### src/rtl/ip_codma_wr_engine.sv
// ip_codma_wr_engine: parametrised CoDMA burst write engine (descriptor -> req/grant -> valid/ready beats).
// Define CODMA_WR_TIMEOUT_EN to add a watchdog that aborts a stalled ASK/DATA phase with an error.
module ip_codma_wr_engine #(
    parameter int DATA_W         = 64,
    parameter int ADDR_W         = 32,
    parameter int MAX_BEATS      = 16,
    parameter int BEAT_W         = $clog2(MAX_BEATS + 1),
    parameter int TIMEOUT_CYCLES = 256
) (
    input  logic              clk_i,
    input  logic              reset_n_i,
    input  logic              start_i,
    input  logic              stop_i,
    input  logic [ADDR_W-1:0] addr_i,
    input  logic [BEAT_W-1:0] beats_i,
    input  logic [DATA_W-1:0] wr_data_i,
    input  logic              wr_valid_i,
    output logic              wr_ready_o,
    output logic              bus_req_o,
    input  logic              bus_grant_i,
    output logic [ADDR_W-1:0] bus_addr_o,
    output logic [DATA_W-1:0] bus_wdata_o,
    output logic              bus_wvalid_o,
    input  logic              bus_wready_i,
    output logic              bus_last_o,
    input  logic              bus_error_i,
    output logic              busy_o,
    output logic              done_o,
    output logic              error_o,
    output logic [BEAT_W-1:0] beat_count_o
);
    typedef enum logic [2:0] {IDLE = 3'd0, ASK = 3'd1, DATA = 3'd2, DONE = 3'd3, ERR = 3'd4} state_t;

    state_t              state_q, state_d;
    logic [ADDR_W-1:0]   addr_q, addr_d;
    logic [BEAT_W-1:0]   len_q, len_d;
    logic [BEAT_W-1:0]   count_q, count_d;
    logic                error_q, error_d;
    logic                in_bus, accept, last, start_acc, illegal, timeout;

    always_comb begin
        in_bus    = (state_q == ASK) || (state_q == DATA);
        accept    = (state_q == DATA) && wr_valid_i && bus_wready_i;
        last      = (state_q == DATA) && (count_q == len_q - BEAT_W'(1));
        start_acc = (state_q == IDLE) && start_i;
        illegal   = !(state_q inside {IDLE, ASK, DATA, DONE, ERR});
    end

`ifdef CODMA_WR_TIMEOUT_EN
    localparam int TW = $clog2(TIMEOUT_CYCLES + 1);
    logic [TW-1:0] tmo_q, tmo_d;

    // A beat in the timeout cycle wins, so a slow-but-alive bus never errors.
    always_comb begin
        timeout = in_bus && !accept && (tmo_q == TW'(TIMEOUT_CYCLES - 1));
        tmo_d   = ((state_d == ASK) && (state_q != ASK)) || accept ? '0 :
                  in_bus ? tmo_q + TW'(1) : tmo_q;
    end

    always_ff @(posedge clk_i or negedge reset_n_i) begin
        if (!reset_n_i) tmo_q <= '0;
        else            tmo_q <= tmo_d;
    end
`else
    always_comb timeout = 1'b0 & (TIMEOUT_CYCLES == 0);
`endif

    always_ff @(posedge clk_i or negedge reset_n_i) begin
        if (!reset_n_i) begin
            state_q <= IDLE;
            addr_q  <= '0;
            len_q   <= '0;
            count_q <= '0;
            error_q <= 1'b0;
        end else begin
            state_q <= state_d;
            addr_q  <= addr_d;
            len_q   <= len_d;
            count_q <= count_d;
            error_q <= error_d;
        end
    end

    always_comb begin
        state_d = state_q;
        if (stop_i && state_q != IDLE)  state_d = IDLE;
        else if (bus_error_i && in_bus) state_d = ERR;
        else if (timeout)               state_d = ERR;
        else begin
            case (state_q)
                IDLE:      if (start_i) state_d = (beats_i == '0) ? DONE :
                                                  (beats_i > BEAT_W'(MAX_BEATS)) ? ERR : ASK;
                ASK:       if (bus_grant_i) state_d = DATA;
                DATA:      if (accept && last) state_d = DONE;
                default:   state_d = IDLE;
            endcase
        end
    end

    // A beat coinciding with a bus error is not counted.
    always_comb begin
        addr_d  = start_acc ? addr_i :
                  (accept && !bus_error_i) ? addr_q + ADDR_W'(DATA_W / 8) : addr_q;
        len_d   = start_acc ? beats_i : len_q;
        count_d = start_acc ? '0 : (accept && !bus_error_i) ? count_q + BEAT_W'(1) : count_q;
        error_d = (state_d == ERR || (illegal && !stop_i)) ? 1'b1 : start_acc ? 1'b0 : error_q;
    end

    always_comb begin
        bus_req_o    = in_bus;
        wr_ready_o   = (state_q == DATA) && bus_wready_i;
        bus_wvalid_o = (state_q == DATA) && wr_valid_i;
        bus_wdata_o  = (state_q == DATA) ? wr_data_i : '0;
        bus_last_o   = last;
        bus_addr_o   = addr_q;
        busy_o       = state_q != IDLE;
        done_o       = (state_q == DONE) || (state_q == ERR);
        error_o      = error_q;
        beat_count_o = count_q;
    end
endmodule

### config.mk
export PLATFORM = sky130hd
export DESIGN_NAME = ip_codma_wr_engine
export DESIGN_NICKNAME = d
export VERILOG_FILES = /design/src/rtl/ip_codma_wr_engine.sv
export SDC_FILE = /design/constraint.sdc
export NUM_CORES = 1
export LEC_CHECK = 0
export ABC_AREA = 1
export CAP_MARGIN = 20
export CORE_MARGIN = 4
export CORE_UTILIZATION = 39
export CTS_BUF_LIST = sky130_fd_sc_hd__clkbuf_16
export DETAILED_ROUTE_END_ITERATION = 7
export PLACE_DENSITY = 0.81
export SETUP_SLACK_MARGIN = 0.3
export SLEW_MARGIN = 20
export SYNTH_ARGS = -nofsm -noshare
export SYNTH_HDL_FRONTEND = slang
export SYNTH_SLANG_ARGS = --single-unit
### constraint.sdc
create_clock -name clk_i -period 2.5 [get_ports clk_i]
set_clock_uncertainty 0.2 [all_clocks]
set_input_delay 0.75 -clock clk_i [delete_from_list [all_inputs] [get_ports clk_i]]
set_output_delay 0.75 -clock clk_i [all_outputs]
set_load 0.005 [all_outputs]
-- Yosys cells after proc, flatten, opt, wreduce, memory -nomap -nowiden
Cells that the tools add are included.
Widths: inputs -> output; s select.
- bits in registers: 46
- latch bits: 0
- memory bits (writable): 0
- memory bits (read-only): 0
- bits of input ports: 109
- output and inout bits: 108
- memories kept: 0
- $add $sub $neg: 3
- $mul: 0
- divide/modulo/power cells: 0
- magnitude comparators: 1
- equal/unequal tests: 6
- shifts and indexed selects: 0
- multiplexer cells: 15
- bitwise operators: 0
- reduce and logical (&&, ||, !) cells: 22
- operator list (kind ; number):
    $mux 32 ; 2
    $mux 64 ; 1
    $add 32x4->32 const B ; 1
    $mux 3 ; 7
    $logic_and 1x1->1 ; 10
    $mux 5 ; 2
    $pmux 3 s3 ; 1
    $eq 3x2->1 const B ; 2
    $eq 3x3->1 const B ; 2
    $add 5x1->5 const B ; 1
    $eq 5x5->1 ; 1
    $gt 5x5->1 const B ; 1
    $logic_not 5->1 ; 1
    $reduce_bool 5->1 ; 1
    $sub 5x1->5 const B ; 1
    $reduce_bool 2->1 ; 2
    $eq 3x1->1 const B ; 1
    $logic_not 1->1 ; 3
    $logic_not 3->1 ; 1
    $logic_or 1x1->1 ; 3
    $reduce_bool 3->1 ; 1
    $mux 1 ; 2

-- Longest topological paths before layout
Gate-level depths: netlist of the first run.
- depth after elaboration: 11
- gate-level depth with buffers: 11

-- Least setup slack after synthesis of the first run
OpenSTA, ideal clock, no wires.
- kind: register to output
- start: reg len_q[0]
- end: out bus_last_o
- data arrival time: 1.210 ns
- slack: 0.340 ns
- cell stages (with the launch flop): 10
- path through: dfrtp_1 inv_1 ha_1 inv_1 nand2_1 nand2_1 nand3_1 a21oi_1 inv_1 nor2_1
- word-level cells in the longest chain between the ends: 3
- ends and longest elaborated chain (element ; RTL line ; source):
    from (decl) ; 36 ; logic [BEAT_W-1:0] len_q, len_d;
    from (signal assigned) ; 78 ; len_q <= len_d;
    $sub 5x1->5 ; 44 ; last = (state_q == DATA) && (count_q == len_q - BEAT_W'(1));
    $eq 5x5->1 ; 44 ;
    $logic_and 1x1->1 ; 44 ;
    to (decl) ; 25 ; output logic bus_last_o,
Every way passes these cells.

-- Final worst setup path of the first run
- start: reg state_q[2]
- end: out bus_wdata_o[1]
- word-level cells in the longest chain between the ends: 2
- ends and longest elaborated chain (element ; RTL line ; source):
    from (decl) ; 34 ; state_t state_q, state_d;
    from (signal assigned) ; 76 ; state_q <= state_d;
    $eq 3x2->1 ; 113 ; bus_wdata_o = (state_q == DATA) ? wr_data_i : '0;
    $mux 64 ; 113 ;
    to (decl) ; 22 ; output logic [DATA_W-1:0] bus_wdata_o,
Every way passes these cells.

==> reports/summary.txt, run 1 <==
final hold violation count: 0
Die ar.: 0.0115 mm²
Core Area: 0.00968 mm²
row count: 36
Finished Cell Area: 0.00746 mm²
crit path capture type: output port
Final GP Congestion: 0.903
GRT Residual Overflow: 0
largest net degree at the start of global routing: 30
mux share of post-synthesis cell area: 0%
worst stage delay on the critical path: 0.40 ns
gr usage total: 26.4%
Post-Synth XOR/XNOR Area: 1.14%
failing checks: setup timing
P_leak: 3.75 nW
Final min period: 2.59 ns
Synthesized Nets: 790
TritonCTS Sinks: 46
maximum fanout along the worst path: 6
top post-synthesis cells by area: dfrtp_1 (30%), nand2_1 (20%), nor2_1 (15%), inv_1 (12%), nand3_1 (6.8%)
Synth Register Bits: 46
Worst VDD drop: 0.591 mV
yosys warns: 0
fraction of the mapped netlist area in adder cells: 0.974%
initial core utilization: 39.8%
fin. max-slew vios: 0
Max Cap Viol: 0
drt total wl: 17000 µm
DP Area: 0.00631 mm²
Hold Path Class: in2async
required time worst endpoint: 1.55 ns
via count: 5337
Max Freq: 386 MHz
PD cells: 987 mW/mm²
Die Width: 107 µm
ratio of cells with drive above 1 in the final layout: 28.5%
final total power: 0.00736 W
First-pass DRT Iterations: 5
cts bufs inserted: 5
port buffer count: 216
antenna violations before repair: 5
Clock Latency Late Sink: 0.29 ns
CTS tree: done
Final Cycle Share: 104%
Synth Area in Compound Gates: 5.29%
Routed Antenna Nets: 0
DP Worst Slack: -0.330 ns
Max clock buf depth: 2
vias per std cell: 4.85
H-tree lvl count: 2
endpoints failing setup: 43
main combinational cell family by area after synthesis: simple AND/OR/NAND/NOR gates
Slew HR: 69.4%
Synth area leader: dfrtp_1
vias in the first global route: 4954
status: finished with violations
critical path start-end classification: reg2out
Layout Area Growth over Synthesis: 93.5%
most frequent cells in the layout: nand2_1 (201), clkdlybuf4s50_1 (116), inv_1 (110)
Crit path top cell by count: buf_12
worst setup margin: -0.0919 ns
worst slew pin tran: 0.459 ns
Synth Area in Simple Gates: 47.1%
Root Buffer: clkbuf_16
share of the synthesized area in the top cell type: 29.9%
WL/cell: 15.5 µm
CP max stage cell: dfrtp_1
Data arrival, critical path: 1.64 ns
DR iter-0 viols: 321
first-pass GRT wire length: 24300 µm
Post-Syn Area: 0.00385 mm²
Yosys cell types: 32
post-DP HPWL: 11100 µm
NumNets Final: 1074
Die Height: 107 µm
DRC: 0
Syn Inst Count: 678
RSZ-0062 raised after global routing: true
commonest non-fill, non-tap cell in the layout: nand2_1
sequential fraction of the synthesis area: 29.9%
Worst Setup Start Kind: flip-flop
Clock Pin Slew Worst Setup and Hold Paths: 0.07 ns
IO Pins: 217
critical path cell sequence: inv_2, buf_6, nand3_4, buf_12, buf_12, buf_12, nor2_1, buf_2
average cell area after synthesis: 5.68 µm²
## worst paths after layout
kind | slack [ns] | end | start | depth (start not counted)
max reg2reg | 0.38 | state_q[0] | len_q[0] | 15
min reg2reg | 0.27 | bus_addr_o[1] | bus_addr_o[1] | 2
max in group asynchronous | 1.36 | bus_addr_o[4] | reset_n_i | 2
max | -0.09 | bus_wdata_o[1] | state_q[2] | 8
min | 0.20 | bus_addr_o[22] | reset_n_i | 1
min in group clk_i | 0.27 | bus_addr_o[1] | bus_addr_o[1] | 2
## Yosys cell counts
cell      instances
nand2_1         203
nor2_1          157
inv_1           120
nand3_1          52
dfrtp_1          46
o21ai_0          17
buf_2            11
o21ai_1          11
a21oi_1           7
buf_6             4
inv_2             4
nand3_2           4
nand4_1           4
nor2_2            4
xor2_1            4
buf_4             3
clkbuf_1          3
ha_1              3
nor3_1            3
nand2_4           2
nand3b_1          2
nor2_4            2
or2_0             2
or2_2             2
a22oi_1           1
a31oi_1           1
clkinv_1          1
nand2_2           1
o211ai_1          1
o21a_1            1
or2_1             1
xnor2_1           1
## routing by layer
layer	part of all wire [%]	wire length, µm	global-route usage, %	vias to the layer above
met5	0	0	0	-
met3	7.3	1250	5.46	43
met4	4.1	707	9.92	0
met2	51	8770	49.7	228
li1	-	-	-	2602
met1	37	6320	28.8	2464
## final cells by class
| type | instances | area [µm²] |
|---|---|---|
| Timing Repair Buffer | 298 | 2850 |
| Clock inverter | 3 | 41.3 |
| Tap cell | 133 | 166 |
| Fill cell | 699 | 2230 |
| Clock buffer | 5 | 125 |
| Antenna cell | 5 | 12.5 |
| Sequential cell | 46 | 1160 |
| Multi-Input combinational cell | 486 | 2630 |
| Inverter | 125 | 469 |
## state kept, by name, summed over array words and instances, names as in the netlist
signal,flops
len_q,5
error_o,1
bus_addr_o,32
beat_count_o,5
state_q,3
## stage by stage
step / util, % / instances / setup TNS [ns] / hold slack (ns)
floorplan: - / 678 / 0 / 0.254
global placement: 65.1 / 1032 / -19.12 / 0.258
detailed placement: 65.1 / 1032 / -19.72 / 0.259
CTS: 69.5 / 1078 / -0.336 / 0.218
global route: 77.0 / 1101 / -4.54 / 0.239
finish: 77.0 / 1101 / -2.01 / 0.205
## cells by family after synthesis
family                     Yosys count
and+or+nand+nor                    439
buffers and inverters              146
DFF                                 46
AOI/OAI and AO/OA                   39
xor gates and xnor gates             5
adders and majority gates            3
## power breakdown
group          total, W  internal (W)  leakage [nW]  switching, W
sequential      0.00138       0.00109         0.561      0.000288
combinational   0.00521       0.00258          3.11       0.00263
clock          0.000768      0.000469        0.0813      0.000299
total           0.00736       0.00414          3.75       0.00322
## repair_timing
action | 4_1_cts | 5_1_grt
pin swaps | 25 | 25
endpoints found under the setup margin | 97 | 87
hold buffers | 0 | 0
resized for setup | 373 | 140
setup buffers | 29 | 18
gates cloned | 9 | 0
## worst max-delay path: cells and delay by family, from the launching register on
| kind | cells | cell delay (ns) |
|---|---|---|
| AND/OR/NAND/NOR | 2 | 0.19 |
| flip-flops | 1 | 0.40 |
| buffers and inverters | 6 | 0.75 |
Note: power is estimated with default switching activity, not from simulation.
==> run 2: changes to the inputs <==
- SKIP_CTS_REPAIR_TIMING: unset -> 1
==> reports/summary.txt, run 2 (same netlist as run 1, synthesis figures left out) <==
Die Height: 107 µm
First-pass DRT Iterations: 5
Max Freq: 359 MHz
critical path cell sequence: inv_2, buf_6, nand3_4, buf_12, buf_12, buf_6, buf_6, buf_8, nor2_4, buf_6
initial core utilization: 39.8%
sequential share of power: 19.8%
CP max stage cell: dfrtp_1
sw power: 0.00315 W
Logic pwr share: 69.8%
Layout Area Growth over Synthesis: 94.7%
failing checks: setup timing
Root Buffer: clkbuf_16
Top delay family on crit path: buffers and inverters
Max Cap Viol: 0
Worst VDD drop: 0.582 mV
P_int: 0.00422 W
critical path start-end classification: reg2out
# fillers: 686
via count: 5500
Clock Pin Slew Worst Setup and Hold Paths: 0.07 ns
commonest non-fill, non-tap cell in the layout: nand2_1
Final Cycle Share: 112%
Final TNS setup: -5.46 ns
maximum fanout along the worst path: 7
largest net degree at the start of global routing: 70
Max clock buf depth: 2
status: finished with violations
antenna violations before repair: 6
row count: 36
worst stage delay on the critical path: 0.41 ns
vias in the first global route: 4466
Hold Path Class: in2async
drt total wl: 17600 µm
Reg area: 0.00118 mm²
worst setup margin: -0.288 ns
vias per std cell: 4.87
WP buf/inv: 8
clock power share: 10.4%
Worst Setup Start Kind: flip-flop
DRC: 0
required time worst endpoint: 1.55 ns
Util after Layout: 77.5%
Core Area: 0.00968 mm²
first-pass GRT wire length: 21600 µm
Final GP Congestion: 0.903
multi-input gate area in the final layout: 0.00239 mm²
Largest register FFs: 32
RSZ-0062 raised after global routing: true
Crit path top cell by count: buf_6
Die ar.: 0.0115 mm²
Slew HR: 69.5%
PD cells: 982 mW/mm²
Routed Antenna Nets: 0
worst slew pin tran: 0.458 ns
P_leak: 4.26 nW
most frequent cells in the layout: nand2_1 (202), inv_1 (115), nor2_1 (107)
port buffer count: 216
crit path capture type: output port
ratio of cells with drive above 1 in the final layout: 29.6%
final hold violation count: 0
Final min period: 2.79 ns
IO Pins: 217
GRT Residual Overflow: 0
switching fraction of total power: 42.7%
Clock Latency Late Sink: 0.29 ns
gr usage total: 23.1%
post-DP HPWL: 11100 µm
WL/cell: 15.6 µm
CTS tree: done
H-tree lvl count: 2
cts bufs inserted: 5
Data arrival, critical path: 1.84 ns
DR iter-0 viols: 377
fin. max-slew vios: 0
NumNets Final: 1102
endpoints failing setup: 49
TritonCTS Sinks: 46
Die Width: 107 µm
-- run 2: power by group through the flow --
| stage | clock network, W | logic [W] | registers (W) |
|---|---|---|---|
| 6_report | 0.000766 | 0.00515 | 0.00146 |
| 5_1_grt | 0.000797 | 0.00559 | 0.00150 |
| 4_1_cts | 0.000777 | 0.00372 | 0.00151 |
| 3_5_place_dp | 0 | 0.00371 | 0.00151 |
| 3_3_place_gp | 0 | 0.00363 | 0.00151 |
| 2_1_floorplan | 0 | 0.00192 | 0.00144 |
-- run 2: cell type report --
type | count | area share (%)
Multi-Input combinational cell | 486 | 31.9
Sequential cell | 46 | 15.7
Timing Repair Buffer | 326 | 41.5
Clock buffer | 5 | 1.67
Tap cell | 133 | 2.22
Clock inverter | 3 | 0.550
Inverter | 125 | 6.29
Antenna cell | 6 | 0.200
-- run 2: metal layers --
layer / share of wire (%) / wire length [µm] / GRT usage (%) / vias to the layer above
met3: 7.3 / 1290 / 3.84 / 50
li1: - / - / - / 2656
met2: 51 / 8930 / 42.3 / 256
met1: 38 / 6670 / 28.1 / 2538
met5: 0 / 0 / 0 / -
met4: 4.2 / 733 / 5.86 / 0
-- run 2: worst paths after layout --
check                              start              end  slack [ns]  cells past startpoint
max in group asynchronous      reset_n_i    bus_addr_o[4]        1.36                      2
min                            reset_n_i   bus_addr_o[28]        0.20                      1
max                           state_q[2]  bus_wdata_o[26]       -0.29                     10
min in group clk_i         bus_addr_o[1]    bus_addr_o[1]        0.27                      2
max reg2reg                   state_q[2]   bus_addr_o[16]        0.57                     11
min reg2reg                bus_addr_o[1]    bus_addr_o[1]        0.27                      2
-- run 2: stage by stage --
step                      instances  worst slack, ns  power, W  hold WS, ns  cell area [µm²]
after floorplan                 678            0.340   0.00336        0.254             3850
after global placement         1032           -0.320   0.00514        0.258             6310
after detailed placement       1032           -0.330   0.00522        0.259             6310
after CTS                      1040           -0.626   0.00601        0.218             6470
after global routing           1130           -0.359   0.00788        0.242             7500
final                          1130           -0.288   0.00737        0.204             7500
==> edit: new RTL, settings of run 2 <==
`addr_q` no longer has a reset.
--- a/src/rtl/ip_codma_wr_engine.sv
+++ b/src/rtl/ip_codma_wr_engine.sv
@@ -69,5 +69,4 @@
         if (!reset_n_i) begin
             state_q <= IDLE;
-            addr_q  <= '0;
             len_q   <= '0;
             count_q <= '0;
@@ -75,9 +74,12 @@
         end else begin
             state_q <= state_d;
-            addr_q  <= addr_d;
             len_q   <= len_d;
             count_q <= count_d;
             error_q <= error_d;
         end
+    end
+
+    always_ff @(posedge clk_i) begin
+        addr_q <= addr_d;
     end
 
Formal check against the unedited RTL: not equivalent (a bounded check fails within 4 cycles, from zero or initial values and one cycle with reset_n_i low).
==> edit against run 2 <==
  * The flow still finishes with violations (negative setup slack)
  * Die area fell by 7.3%
  * Routed wire length increased by 1.5%
  * Total power up 1.4%
  * Sequential share of layout area rose by 2.4 points
  * Final cell count shrank 14%
  * Design area fell by 3.7%
  * Area after synthesis shrank 7.9%
  * Hold slack gained 0.19 ns
  * Sequential cell count stayed put
  * Global-route usage grew 0.40 points
  * Core utilization is 4.6 points higher
  * Setup slack better by 0.13 ns
  * Critical endpoint is now bus_last_o
==> edit: results (changes against run 2) <==
[worst_setup_path]
critical_path.startpoint=len_q[1]
arrival_ns=1.71  ; -0.13 ns
max_stage_delay_ns=0.38  ; -0.03 ns
path_max_fanout=4  ; -3

[status]
outcome=finished, violations left
violations=negative setup slack

[place]
routabilityCongestion=1.02  ; +13%
pre_cts_slack_ns=-0.366  ; -0.0361 ns

[timing]
setup_ws_ns=-0.156  ; +0.132 ns
final.setup.tns_ns=-2.10  ; +3.37 ns
setup_violations=57  ; +16%

[yosys]
synth_xor_area_share_pct=4.20  ; +3.1 points
synth_area_leader_cell=edfxtp_1
synth_compound_area_share_pct=4.58  ; -0.71 points
syn-num-nets=670  ; -15%
yosysSeqAreaShare_pct=37.0  ; +7.1 points
ys_types=26  ; -19%
synth_area_leaders=edfxtp_1, nand2_1, nor2_1
synthAdderAreaFrac_pct=1.06  ; +0.084 points
synth_enable_flop_cells=32  ; +32

[drt]
drt_iter0_markers=285  ; -24%
routedWlPerCell_microns=18.5  ; +19%
vias=4978  ; -9.5%
viasPerCell=5.15  ; +5.8%

[power_and_ir_drop]
power_density_nw_per_um2=1030  ; +5.3%
p_switching_mw=3.10  ; -1.4%
clk-power_mw=0.792  ; +3.4%

[final_layout]
antennaDiodeCount=0  ; -6
finish.net_count=970  ; -12%
layout-drive-gt1-share_pct=31.9  ; +2.3 points

[hold_path]
min_path_type=flip-flop to flip-flop

[global_routing]
grt_antenna_before_repair=0  ; -6

edit: layout make-up:
cell class	instances	area, sq um
Timing Repair Buffer	307	2960
Multi-Input combinational cell	395	2270
Fill cell	521	1580
Sequential cell	46	1310
Inverter	103	387
Tap cell	108	135
Clock buffer	5	125
Clock inverter	3	43.8
edit: final timing paths:
kind | to | cells after the start
max reg2reg | bus_addr_o[23] | 10
min in group asynchronous | error_o | 1
max | bus_last_o | 10
min reg2reg | len_q[1] | 2
min | len_q[1] | 2
max in group asynchronous | beat_count_o[0] | 1
edit: routing by layer:
layer / vias up / global-route usage, % / share of wire (%)
li1: 2284 / - / -
met1: 2318 / 25.6 / 32
met2: 301 / 42.7 / 54
met3: 75 / 8.05 / 8.8
met4: 0 / 7.37 / 5.1
met5: - / 0 / 0
edit: worst max-delay path: cells and delay by family, from the launching register on:
kind                       cells  cell delay (ns)
buffers and inverters          4             0.36
DFF                            1             0.38
adders and majority gates      1             0.21
AOI/OAI and AO/OA              1             0.17
and+or+nand+nor                4             0.29
